## config.mk

```make
export PLATFORM = sky130hd
export DESIGN_NAME = frame_scaler_pipe
export DESIGN_NICKNAME = d
export VERILOG_FILES = /design/src/rtl/frame_scaler_pipe.sv
export SDC_FILE = /design/constraint.sdc
export NUM_CORES = 1
export LEC_CHECK = 0
export CELL_PAD_IN_SITES_DETAIL_PLACEMENT = 2
export CELL_PAD_IN_SITES_GLOBAL_PLACEMENT = 2
export CORE_MARGIN = 5
export CORE_UTILIZATION = 34
export CTS_BUF_LIST = sky130_fd_sc_hd__clkbuf_8
export DETAILED_ROUTE_END_ITERATION = 10
export HOLD_SLACK_MARGIN = 0.06
export PLACE_DENSITY_LB_ADDON = 0.2
export SLEW_MARGIN = 10
export SYNTH_ARGS = -nofsm -noshare
export SYNTH_HDL_FRONTEND = slang
export SYNTH_SLANG_ARGS = --single-unit
export TNS_END_PERCENT = 10
```

## constraint.sdc

```tcl
create_clock -name clk_in -period 9.5 [get_ports clk_in]
set_clock_uncertainty 0.2 [all_clocks]
set_input_delay 1.9 -clock clk_in [delete_from_list [all_inputs] [get_ports clk_in]]
set_output_delay 1.9 -clock clk_in [all_outputs]
set_load 0.01 [all_outputs]
```

## src/rtl/frame_scaler_pipe.sv

```systemverilog
// Pipelined camera-frame scaler: maps video counters onto a SRC_W x SRC_H frame buffer
// at 1x / 2x / 8/3x zoom, issues the read address and returns the fetched pixel with sideband aligned.
module frame_scaler_pipe #(
   parameter int                 SRC_W        = 240,
   parameter int                 SRC_H        = 320,
   parameter int                 PIXEL_W      = 16,
   parameter int                 READ_LATENCY = 2,
   parameter logic [PIXEL_W-1:0] BORDER_COLOR = '0,
   parameter int                 ADDR_W       = $clog2(SRC_W*SRC_H)
) (
   input  logic               clk_in,
   input  logic               rst_in,
   input  logic [1:0]         scale_in,
   input  logic               new_frame_in,
   input  logic [10:0]        hcount_in,
   input  logic [9:0]         vcount_in,
   input  logic               hsync_in,
   input  logic               vsync_in,
   input  logic               blank_in,
   input  logic [PIXEL_W-1:0] frame_buff_in,
   output logic [ADDR_W-1:0]  addr_out,
   output logic [PIXEL_W-1:0] pixel_out,
   output logic               hsync_out,
   output logic               vsync_out,
   output logic               blank_out,
   output logic               in_region_out
);

   localparam int          L        = READ_LATENCY + 2;
   localparam logic [31:0] SRC_W_U  = 32'(SRC_W);
   localparam logic [31:0] SRC_H_U  = 32'(SRC_H);
   localparam int          S_HS     = 0;
   localparam int          S_VS     = 1;
   localparam int          S_BL     = 2;
   localparam int          S_IR     = 3;
   // Cleared stages read as blanked so nothing stale can leave the pipe after reset.
   localparam logic [3:0]  SIDE_RST = 4'b0100;

   logic [1:0]         mode_q, mode_d;
   logic [12:0]        h3, v3, sx, sy;
   logic               in_region;
   logic [ADDR_W-1:0]  addr_q, addr_d;
   logic [3:0]         side_d;
   logic [L:1][3:0]    side_q;
   logic [PIXEL_W-1:0] pixel_q, pixel_d;

   always_comb begin
      mode_d = mode_q;
      if (new_frame_in) begin
         mode_d = (scale_in == 2'd3) ? 2'd0 : scale_in;
      end
   end

   // 3h and 3v are formed at full 13-bit width before the divide-by-8.
   always_comb begin
      h3 = {2'b00, hcount_in} + {1'b0, hcount_in, 1'b0};
      v3 = {3'b000, vcount_in} + {2'b00, vcount_in, 1'b0};
      sx = {2'b00, hcount_in};
      sy = {3'b000, vcount_in};
      case (mode_d)
         2'd1: begin
            sx = {3'b000, hcount_in[10:1]};
            sy = {4'b0000, vcount_in[9:1]};
         end
         2'd2: begin
            sx = h3 >> 3;
            sy = v3 >> 3;
         end
         default: ;
      endcase
      in_region = (32'(sx) < SRC_W_U) && (32'(sy) < SRC_H_U);
      addr_d    = in_region ? ADDR_W'(32'(sy) * SRC_W_U + 32'(sx)) : '0;
      side_d    = {in_region, blank_in, vsync_in, hsync_in};
   end

   // Stage L-1 of the sideband lines up with the frame buffer data for the same sample.
   always_comb begin
      pixel_d = frame_buff_in;
      if (side_q[L-1][S_BL]) begin
         pixel_d = '0;
      end else if (!side_q[L-1][S_IR]) begin
         pixel_d = BORDER_COLOR;
      end
   end

   always_ff @(posedge clk_in) begin
      if (!rst_in) begin
         mode_q  <= 2'd0;
         addr_q  <= '0;
         side_q  <= {L{SIDE_RST}};
         pixel_q <= '0;
      end else begin
         mode_q  <= mode_d;
         addr_q  <= addr_d;
         side_q  <= {side_q[L-1:1], side_d};
         pixel_q <= pixel_d;
      end
   end

   assign addr_out      = addr_q;
   assign pixel_out     = pixel_q;
   assign hsync_out     = side_q[L][S_HS];
   assign vsync_out     = side_q[L][S_VS];
   assign blank_out     = side_q[L][S_BL];
   assign in_region_out = side_q[L][S_IR] & ~side_q[L][S_BL];

endmodule

```

==> out/metrics.csv, run 1 <==
stage;metric;value;unit
power;max-vdd-ir-drop;0.112;mV
worst_setup_path;worst_setup_path_start_kind;input port;
die;die_w;119;um
clock_tree;clk_pin_slew;90;ps
global_routing;grt_max_degree;21;
power;netSwitchingPower;0.000541;W
logic_synthesis;synth_mux_area_share;0.779;%
logic_synthesis;synth_async_sr_flop_share;0;%
timing;setup_tns;0;ps
worst_setup_path;arrival;7740;ps
logic_synthesis;synthAdderAreaFrac;21.4;%
logic_synthesis;synth_area;0.00401;mm^2
timing;fmax;128;MHz
timing;hold_ws;224;ps
logic_synthesis;synth_top_area_cell;dfxtp_1;
logic_synthesis;syn_avg_cell_area;8.78;um^2
logic_synthesis;ys_warn_count;0;
final_layout;n_antenna_cell;0;
outcome;outcome;finished clean;
timing;layout_setup_ws;1700;ps
timing;final-max-slew-violation-count;0;
final_layout;area_growth;26.0;%
logic_synthesis;ys_seq_area_share;25.4;%
timing;finalHoldViolCount;0;
logic_synthesis;synthCells;457;
final_layout;final-seq-area;0.00102;mm^2
logic_synthesis;yosys.area_share.simple;21.7;%
timing;relSlewSlack;18.4;%
power;p_comb_share;68.0;%
die;start_util;34.9;%
run;drv_cap;0;
die;design.core.area;0.0115;mm^2
clock_tree;root_buffer;clkbuf_8;
final_layout;multiInputGateArea;0.00275;mm^2
die;die_area;0.0141;mm^2
clock_tree;cts_sinks;51;
logic_synthesis;synth_common_cells;dfxtp_1 (51), ha_1 (48), inv_1 (45), and2_1 (30), nor2_1 (30);
place;gp_congestion;0.782;
routing;vias_per_cell;5.26;
global_routing;overflow;0;
worst_setup_path;crit_path_end_kind;flop;
logic_synthesis;synth_edf_count;0;
clock_tree;cts_tree;built;
hold_path;hold_class;reg -> reg;
timing;fin_crit;7800;ps
logic_synthesis;syn_nets;563;
timing;setup_violations;0;
final_layout;fillers;1312;
routing;ant_nets;0;
power;p_seq_share;19.1;%
die;die_h;119;um
place;io_buffer_count;81;
power;powerDensity;235;mW/mm^2
logic_synthesis;post-synth-top-count-cell;dfxtp_1;
clock_tree;cts_hold_buf;0;
final_layout;drive_gt1_share;6.57;%
routing;drt_first_pass_iters;4;
global_routing;grt_pass1_wl;20000;um
clock_tree;clockBufferDepth;2;
global_routing;antenna_found_initial;0;
routing;wl;11600;um
clock_tree;post-cts-setup-buffers;0;
place;pre_cts_ws;1400;ps
logic_synthesis;ys_seq_elements;51;
worst_setup_path;cp_max_fo;17;
power;power_leakage;2.11;nW
logic_synthesis;synth_top_family_by_area;simple AND/OR/NAND/NOR gates;
clock_tree;cts_made_buffers;5;
routing;drt_iter0_markers;107;
power;p_int;0.000648;W
power;sw_frac_of_total;45.5;%
die;num_io_pins;82;
timing;finalCritPeriodShare;82.1;%
timing;worst_pin_slew;1220;ps
timing;grt_setup_unrepaired;false;
routing;post_drt_wl_per_cell;17.2;um
logic_synthesis;synthTopCellsByArea;dfxtp_1 (25%), ha_1 (15%), fa_1 (6.5%);
routing;drc;0;
die;rows;39;
worst_setup_path;crit_required;9440;ps
clock_tree;htreeDepth;2;
clock_tree;cts_resized;0;
logic_synthesis;synthDistinctLibCells;68;
logic_synthesis;synth-xor-area-share;6.76;%
power;p_clk_share;12.8;%
clock_tree;clock_latency;300;ps
routing;vias;3558;
logic_synthesis;synth_top_area_share;25.4;%
final_layout;nets;638;
place;dp_hpwl;9530;um
logic_synthesis;ys.flop_type;dfxtp_1;
global_routing;globalRouteTotalUtil;16.9;%
worst_setup_path;path_class;in -> reg;
global_routing;grt_pass1_vias;3997;
logic_synthesis;synth_compound_area_share;17.7;%
## through the flow
| step | cell area, um^2 | std cells | power (W) | util [%] |
|---|---|---|---|---|
| 3_3_place_gp | 4940 | 668 | 0.00101 | 42.9 |
| 5_1_grt | 5060 | 676 | 0.00132 | 43.9 |
| 3_5_place_dp | 4940 | 668 | 0.00105 | 42.9 |
| 2_1_floorplan | 4010 | 457 | 0.000851 | - |
| 6_report | 5060 | 676 | 0.00119 | 43.9 |
| 4_1_cts | 5060 | 676 | 0.00121 | 43.9 |
## final timing paths
| path | start | slack, ps | to | cells past startpoint |
|---|---|---|---|---|
| max | new_frame_in | 1700 | addr_out[16] | 24 |
| max reg2reg | mode_q[1] | 3620 | addr_out[16] | 21 |
| min reg2reg | side_q[6] | 220 | side_q[10] | 1 |
| min | side_q[6] | 220 | side_q[10] | 1 |
## critical path, cell delays in order
cell and delay [ps]:
clkdlybuf4s50_1 420, inv_1 120, nor3b_1 70, a21oi_1 250, inv_1 90, ha_1 570
inv_2 240, and3_1 210, a221oi_1 690, nor2_1 180, nor2_1 240, ha_1 280
fa_1 460, ha_1 370, o21a_1 140, o31ai_1 130, a21boi_0 160, ha_1 330
o21ai_0 100, a21oi_1 210, o21a_1 210, nand4_1 130, xor2_1 160, nor3_1 60
## cells in the final DEF, fill, tap and decap left out, types with 3 or more instances in the layout
cell,netlist,final
o221ai_1,3,3
xor2_1,14,14
nor3_2,9,9
nor2_1,30,30
a221o_1,4,4
o31ai_1,3,3
dfxtp_1,51,51
clkdlybuf4s50_1,0,81
a21oi_1,24,24
nor3b_1,3,3
a31oi_1,5,5
nand2b_1,5,5
a211oi_1,5,5
ha_1,48,48
inv_1,45,45
and2_1,30,30
nor2b_1,8,8
clkbuf_8,0,5
a21o_1,6,6
nand3_1,11,11
or3_1,4,4
nand4_1,3,3
fa_1,13,13
xnor2_1,17,17
a221oi_1,4,4
nand2_1,25,25
o21a_1,4,4
o21ai_0,16,16
nor3_1,9,9
## area by class of cell
cell class / count / area share [%]
inverter: 47 / 3.49
clock buffer: 5 / 1.36
multi-input combinational: 345 / 54.3
timing repair buffer: 82 / 16.2
clock inverter: 3 / 0.916
sequential: 51 / 20.2
tap: 143 / 3.54
## state kept, by name, summed over array words and instances (netlist names)
register and cells:
mode_q 2, vsync_out 1, hsync_out 1, side_q 13
addr_out 17, pixel_out 16, blank_out 1
## cells by family after synthesis
| logic type | count (synthesis) |
|---|---|
| and+or+nand+nor | 152 |
| AOI/OAI and AO/OA | 98 |
| buffers and inverters | 61 |
| adders and majority gates | 61 |
| DFF | 51 |
| xor gates and xnor gates | 31 |
| muxes | 3 |
## power groups by stage
stage / sequential [W] / clock (W) / combinational [W]
6_report: 0.000227 / 0.000153 / 0.000809
5_1_grt: 0.000229 / 0.000168 / 0.000924
4_1_cts: 0.000228 / 0.000158 / 0.000828
3_5_place_dp: 0.000233 / 0 / 0.000812
3_3_place_gp: 0.000232 / 0 / 0.000781
2_1_floorplan: 0.000236 / 0 / 0.000615
## metal layers
layer / wire [um] / up-vias / track usage (%) / share of wire [%]
met1: 5030 / 1757 / 20.2 / 43
met5: 0 / - / 0 / 0
met3: 325 / 11 / 2.44 / 2.8
met2: 6140 / 56 / 32.4 / 53
li1: - / 1734 / - / -
met4: 133 / 0 / 3.04 / 1.1
(Power assumes the default switching activity.)
==> run 2, diff against run 1 <==
--- a/config.mk
+++ b/config.mk
@@ -8,7 +8,7 @@
 export CELL_PAD_IN_SITES_DETAIL_PLACEMENT = 2
 export CELL_PAD_IN_SITES_GLOBAL_PLACEMENT = 2
 export CORE_MARGIN = 5
-export CORE_UTILIZATION = 34
+export CORE_UTILIZATION = 29
 export CTS_BUF_LIST = sky130_fd_sc_hd__clkbuf_8
 export DETAILED_ROUTE_END_ITERATION = 10
 export HOLD_SLACK_MARGIN = 0.06
==> constraint.sdc (replaced) <==
create_clock -name clk_in -period 6.6 [get_ports clk_in]
set_clock_uncertainty 0.2 [all_clocks]
set_input_delay 1.32 -clock clk_in [delete_from_list [all_inputs] [get_ports clk_in]]
set_output_delay 1.32 -clock clk_in [all_outputs]
set_load 0.01 [all_outputs]
==> run 2 against run 1 <==
Non-clock buffer count rose by 42. Worst setup slack worse by 1400 ps. Sequential share of layout area fell by 1.8 points. Final cell count rose by 12%. Flip-flop and latch count unchanged. Via count increased by 2.7%. Die area up 16%. Wire length is 3.7% higher. Core utilization decreased by 3.4 points. Combinational power rose by 73%. Sequential power is 44% higher. Critical endpoint unchanged.
==> out/metrics.csv, run 2 (synthesis results as in run 1) <==
stage;metric;value;unit;change
clock_tree;cts_made_buffers;5;;unchanged
timing;relSlewSlack;32.5;%;was 18.4%
timing;finalCritPeriodShare;95.8;%;
global_routing;grt_pass1_vias;4049;;was 3997
worst_setup_path;crit_path_end_kind;flop;;unchanged
hold_path;hold_class;reg -> reg;;unchanged
worst_setup_path;ff2ff_path_depth;22;;was 21
global_routing;antenna_found_initial;1;;was 0
routing;drc;0;;unchanged
worst_setup_path;reg2reg_from;mode_q[0];;was mode_q[1]
routing;drt_iter0_markers;80;;was 107
power;power_leakage;2.37;nW;was 2.11 nW
global_routing;overflow;0;;unchanged
worst_setup_path;cp-endpoint;addr_out[16];;unchanged
place;dp_hpwl;10200;um;was 9530 um
die;design.core.area;0.0137;mm^2;was 0.0115 mm^2
clock_tree;clk_pin_slew;90;ps;about the same
worst_setup_path;crit_required;6610;ps;was 9440 ps
worst_setup_path;path_class;in -> reg;;unchanged
final_layout;area_growth;38.3;%;was 26.0%
timing;setup_tns;0;ps;unchanged
timing;fmax;158;MHz;
timing;fin_crit;6330;ps;
worst_setup_path;worst_setup_path_start_kind;input port;;unchanged
outcome;outcome;finished clean;;unchanged
worst_setup_path;cp_max_fo;3;;was 17
timing;setup_violations;0;;unchanged
run;drv_cap;0;;unchanged
power;max-vdd-ir-drop;0.169;mV;was 0.112 mV
routing;post_drt_wl_per_cell;16.0;um;was 17.2 um
worst_setup_path;r2r_end;addr_out[16];;unchanged
routing;ant_nets;0;;unchanged
timing;finalHoldViolCount;0;;unchanged
routing;wl;12100;um;was 11600 um
final_layout;nets;680;;was 638
timing;hold_ws;229;ps;was 224 ps
global_routing;grt_max_degree;19;;was 21
final_layout;fillers;1532;;was 1312
timing;final-max-slew-violation-count;0;;unchanged
worst_setup_path;ff2ff_setup_slack;1630;ps;was 3620 ps
final_layout;final_common_cell;clkdlybuf4s50_1;;unchanged
clock_tree;clockBufferDepth;2;;unchanged
global_routing;grt_pass1_wl;19900;um;was 20000 um
place;pre_cts_ws;-339;ps;was 1400 ps
final_layout;final_cell_mix;clkdlybuf4s50_1 (76), dfxtp_1 (51), inv_1 (44);;was clkdlybuf4s50_1 (81), dfxtp_1 (51), ha_1 (48)
power;p_total;0.00193;W;was 0.00119 W
die;rows;43;;was 39
die;num_io_pins;82;;unchanged
clock_tree;clock_latency;290;ps;was 300 ps
clock_tree;root_buffer;clkbuf_8;;unchanged
clock_tree;cts_tree;built;;unchanged
timing;layout_setup_ws;274;ps;was 1700 ps
worst_setup_path;critPathLaunch;new_frame_in;;unchanged
place;io_buffer_count;81;;unchanged
clock_tree;htreeDepth;2;;unchanged
worst_setup_path;arrival;6330;ps;was 7740 ps
power;powerDensity;347;mW/mm^2;was 235 mW/mm^2
final_layout;drive_gt1_share;17.4;%;was 6.57%
timing;worst_pin_slew;1010;ps;was 1220 ps
final_layout;largest_reg_flops;17;;unchanged
clock_tree;cts_sinks;51;;unchanged
routing;vias_per_cell;4.84;;was 5.26
clock_tree;cts_hold_buf;0;;unchanged
routing;vias;3653;;was 3558
die;die_w;128;um;was 119 um
final_layout;n_antenna_cell;0;;unchanged
die;die_h;128;um;was 119 um
die;die_area;0.0163;mm^2;was 0.0141 mm^2
die;start_util;29.3;%;was 34.9%
routing;drt_first_pass_iters;4;;unchanged
place;gp_congestion;0.784;;was 0.782
global_routing;globalRouteTotalUtil;14.7;%;was 16.9%
==> run 2: changes by cell type in the layout (fill, tap and decap cells not counted), moves of 4 or more <==
cell	previous run	this run
a21oi_1	24	20
clkdlybuf4s50_1	81	76
buf_4	1	43
a21oi_2	2	6
ha_1	48	42
dlymetal6s2s_1	0	5
ha_4	0	5
==> run 2: timing repair <==
action                                  CTS  global route
buffers inserted                          0             3
endpoints found under the setup margin    1             5
resized for setup                         1            33
pin swaps                                 0            12
==> run 2: worst max-delay path: stages <==
cell             delay (ps)
clkdlybuf4s50_1         510
inv_2                    70
nor3b_2                 190
a21oi_2                  80
inv_1                    90
ha_4                    150
or3b_2                  440
a41o_1                  300
fa_1                    480
fa_1                    530
inv_1                    50
ha_1                    300
buf_4                   150
nor2b_1                 120
nor2_1                  130
xnor2_1                  80
ha_2                    350
o21ai_0                  90
a21oi_1                 200
o21a_1                  220
nand4_1                 130
xor2_1                  160
nor3_1                  180
==> run 2: metrics by stage <==
stage	cell area (um^2)	std cells	util, %
after floorplan	4010	457	-
after CTS	5380	751	39.2
after global routing	5550	754	40.5
final	5550	754	40.5
after detailed placement	5280	744	38.5
after global placement	5280	744	38.5
==> run 2: power breakdown <==
group | internal [W] | leakage [nW] | switching [W]
registers | 0.000323 | 0.413 | 0.00000447
clock network | 0.000110 | 0.0554 | 0.0000920
logic | 0.000661 | 1.90 | 0.000737
==> run 2: worst min-delay path by stage <==
| stage | startpoint | end | slack [ps] | cells after the start |
|---|---|---|---|---|
| finish | side_q[2] | side_q[6] | 230 | 1 |
| global route | side_q[2] | side_q[6] | 250 | 1 |
| CTS | side_q[2] | side_q[6] | 230 | 1 |
| detailed placement | side_q[2] | side_q[6] | 210 | 1 |
| global placement | side_q[6] | side_q[10] | 200 | 1 |
| floorplan | side_q[6] | side_q[10] | 190 | 1 |
==> run 2: layout make-up <==
cell class	instances	area, um^2	share of cell area, %
inverters	47	176	3.18
repair buffers	124	1150	20.6
well taps	180	225	4.06
clock buffers	5	68.8	1.24
multi-input cells	345	2880	51.9
clock inverters	2	33.8	0.609
flip-flops and latches	51	1020	18.4
==> run 2: per-layer routing <==
metal  wire [um]  global-route usage [%]  vias to the layer above
met4          85                    2.06                        0
met1        5320                    18.0                     1780
met3         316                    1.34                        6
met5           0                       0                        -
met2        6330                    28.2                       51
li1            -                       -                     1816
==> run 3, diff against run 2 <==
--- a/config.mk
+++ b/config.mk
@@ -12,7 +12,7 @@
 export CTS_BUF_LIST = sky130_fd_sc_hd__clkbuf_8
 export DETAILED_ROUTE_END_ITERATION = 10
 export HOLD_SLACK_MARGIN = 0.06
-export PLACE_DENSITY_LB_ADDON = 0.2
+export PLACE_DENSITY = 0.82
 export SLEW_MARGIN = 10
 export SYNTH_ARGS = -nofsm -noshare
 export SYNTH_HDL_FRONTEND = slang
==> run 3 against run 2 <==
Final area fell by 0.54%. Critical path depth fell by 1. Combinational power rose by 3%. Register-to-register slack got worse by 90 ps. Sequential power barely moved. Worst hold slack got worse by 8.4 ps. Maximum frequency fell by 1.7%. Non-clock buffer count fell by 5. Wire length rose by 5.7%. Final cell count fell by 0.53%. Clock power fell by 7%. Largest cell class unchanged.
==> out/metrics.csv, run 3 (synthesis results as in run 1) <==
stage;metric;value;unit;change
outcome;outcome;finished clean;;unchanged
timing;layout_setup_ws;168;ps;was 274 ps
die;start_util;29.3;%;unchanged
final_layout;drive_gt1_share;17.0;%;was 17.4%
clock_tree;cts_hold_buf;0;;unchanged
timing;hold_ws;221;ps;was 229 ps
worst_setup_path;worst_setup_path_start_kind;input port;;unchanged
global_routing;top_usage_layer;met2;;unchanged
routing;drc;0;;unchanged
timing;worst_pin_slew;1180;ps;was 1010 ps
die;design.core.area;0.0137;mm^2;unchanged
timing;finalHoldViolCount;0;;unchanged
run;drv_cap;0;;unchanged
die;die_w;128;um;unchanged
power;p_total;0.00195;W;was 0.00193 W
worst_setup_path;worst-path-buf-inv;3;;was 5
global_routing;antenna_found_initial;0;;was 1
global_routing;use_met3;1.92;%;was 1.34%
routing;drt_first_pass_iters;4;;unchanged
timing;fin_crit;6430;ps;was 6330 ps
global_routing;grtUsageMet2;29.9;%;was 28.2%
clock_tree;htreeDepth;2;;unchanged
routing;post_drt_wl_per_cell;17.0;um;was 16.0 um
final_layout;area_growth;37.6;%;was 38.3%
place;dp_hpwl;10800;um;was 10200 um
timing;final-max-slew-violation-count;0;;unchanged
place;pre_cts_ws;-437;ps;was -339 ps
final_layout;n_antenna_cell;0;;unchanged
worst_setup_path;cp_max_fo;4;;was 3
power;power_leakage;2.31;nW;was 2.37 nW
final_layout;nets;675;;was 680
timing;fmax;155;MHz;was 158 MHz
timing;finalCritPeriodShare;97.5;%;was 95.8%
worst_setup_path;crit_chain;clkdlybuf4s50_1 -> ha_4 -> nand4_1 -> nand2_2 -> a31oi_1 -> or3b_2 -> a41o_2 -> fa_1 -> fa_1 -> inv_1 -> ha_1 -> buf_4 -> nor2b_1 -> nor2_1 -> xnor2_1 -> ha_1 -> o21ai_1 -> a21oi_1 -> o21a_1 -> nand4_1 -> xor2_1 -> nor3_1;;was clkdlybuf4s50_1 -> inv_2 -> nor3b_2 -> a21oi_2 -> inv_1 -> ha_4 -> or3b_2 -> a41o_1 -> fa_1 -> fa_1 -> inv_1 -> ha_1 -> buf_4 -> nor2b_1 -> nor2_1 -> xnor2_1 -> ha_2 -> o21ai_0 -> a21oi_1 -> o21a_1 -> nand4_1 -> xor2_1 -> nor3_1
routing;ant_nets;0;;unchanged
worst_setup_path;crit_required;6620;ps;was 6610 ps
clock_tree;cts_tree;built;;unchanged
timing;relSlewSlack;21.5;%;was 32.5%
global_routing;grt_max_degree;19;;unchanged
final_layout;largest_reg_flops;17;;unchanged
final_layout;final_common_cell;clkdlybuf4s50_1;;unchanged
place;io_buffer_count;81;;unchanged
routing;wl;12700;um;was 12100 um
global_routing;overflow;0;;unchanged
clock_tree;clock_latency;300;ps;was 290 ps
worst_setup_path;crit_path_max_incr_delay;530;ps;about the same
worst_setup_path;critPathTopFamily;adder cells;;unchanged
worst_setup_path;arrival;6460;ps;was 6330 ps
die;num_io_pins;82;;unchanged
power;max-vdd-ir-drop;0.138;mV;was 0.169 mV
worst_setup_path;crit_path_top_delay_cell;fa_1;;unchanged
global_routing;globalRouteTotalUtil;15.2;%;was 14.7%
routing;vias;3718;;was 3653
routing;vias_per_cell;4.96;;was 4.84
place;place_inst;740;;was 744
power;powerDensity;354;mW/mm^2;was 347 mW/mm^2
timing;setup_violations;0;;unchanged
place;gp_congestion;0.794;;was 0.784
global_routing;grt_pass1_wl;20600;um;was 19900 um
hold_path;hold_class;reg -> reg;;unchanged
clock_tree;root_buffer;clkbuf_8;;unchanged
die;die_h;128;um;unchanged
clock_tree;clk_pin_slew;90;ps;about the same
global_routing;grt_pass1_vias;4223;;was 4049
die;die_area;0.0163;mm^2;unchanged
final_layout;final_util;40.2;%;was 40.5%
final_layout;instances_no_fill;750;;was 754
clock_tree;clockBufferDepth;2;;unchanged
final_layout;final_cell_mix;clkdlybuf4s50_1 (80), dfxtp_1 (51), inv_1 (43);;was clkdlybuf4s50_1 (76), dfxtp_1 (51), inv_1 (44)
routing;drt_iter0_markers;74;;was 80
worst_setup_path;path_class;in -> reg;;unchanged
clock_tree;cts_made_buffers;5;;unchanged
worst_setup_path;crit_path_end_kind;flop;;unchanged
die;rows;43;;unchanged
global_routing;use_met1;17.5;%;was 18.0%
clock_tree;cts_sinks;51;;unchanged
==> run 3: changes by cell type in the layout (fill, tap and decap cells not counted), moves of 2 or more <==
cell	delta
buf_4	-5
o21ai_0	-3
clkinv_4	+2
dlymetal6s2s_1	-4
o21ai_1	+3
clkdlybuf4s50_1	+4
==> run 3: final cells by class <==
cell class,instances,area [um^2]
Clock inverter,3,28.8
Sequential cell,51,1020
Timing Repair Buffer,119,1100
Inverter,47,176
Tap cell,180,225
Fill cell,1469,8200
Clock buffer,5,68.8
Multi-Input combinational cell,345,2900
==> run 3: power breakdown <==
| part | total (W) | switching [W] | internal [W] | leakage [nW] |
|---|---|---|---|---|
| clock | 0.000188 | 0.000109 | 0.0000787 | 0.0502 |
| sequential | 0.000328 | 0.00000454 | 0.000323 | 0.413 |
| combinational | 0.00144 | 0.000788 | 0.000650 | 1.84 |
==> run 3: final timing paths <==
| kind | slack (ps) | endpoint | cells past startpoint | startpoint |
|---|---|---|---|---|
| max | 170 | addr_out[16] | 22 | vcount_in[3] |
| min | 220 | side_q[6] | 1 | side_q[2] |
| max reg2reg | 1540 | addr_out[16] | 21 | mode_q[1] |
| min reg2reg | 220 | side_q[6] | 1 | side_q[2] |
==> run 3: metrics by stage <==
step | area [um^2] | setup TNS, ps
4_1_cts | 5360 | 0
2_1_floorplan | 4010 | 0
3_5_place_dp | 5250 | -2270
5_1_grt | 5520 | -82.2
3_3_place_gp | 5250 | 0
6_report | 5520 | 0
==> run 3: timing repair <==
action	4_1_cts	5_1_grt
buffers inserted	0	2
hold endpoints to repair	0	0
pin swaps	0	2
setup endpoints to repair	5	7
gates resized for setup	4	32
==> run 3: layer usage <==
layer / vias up / share of wire [%]
li1: 1812 / -
met1: 1809 / 41
met2: 81 / 54
met3: 16 / 3.7
met4: 0 / 1.5
met5: - / 0
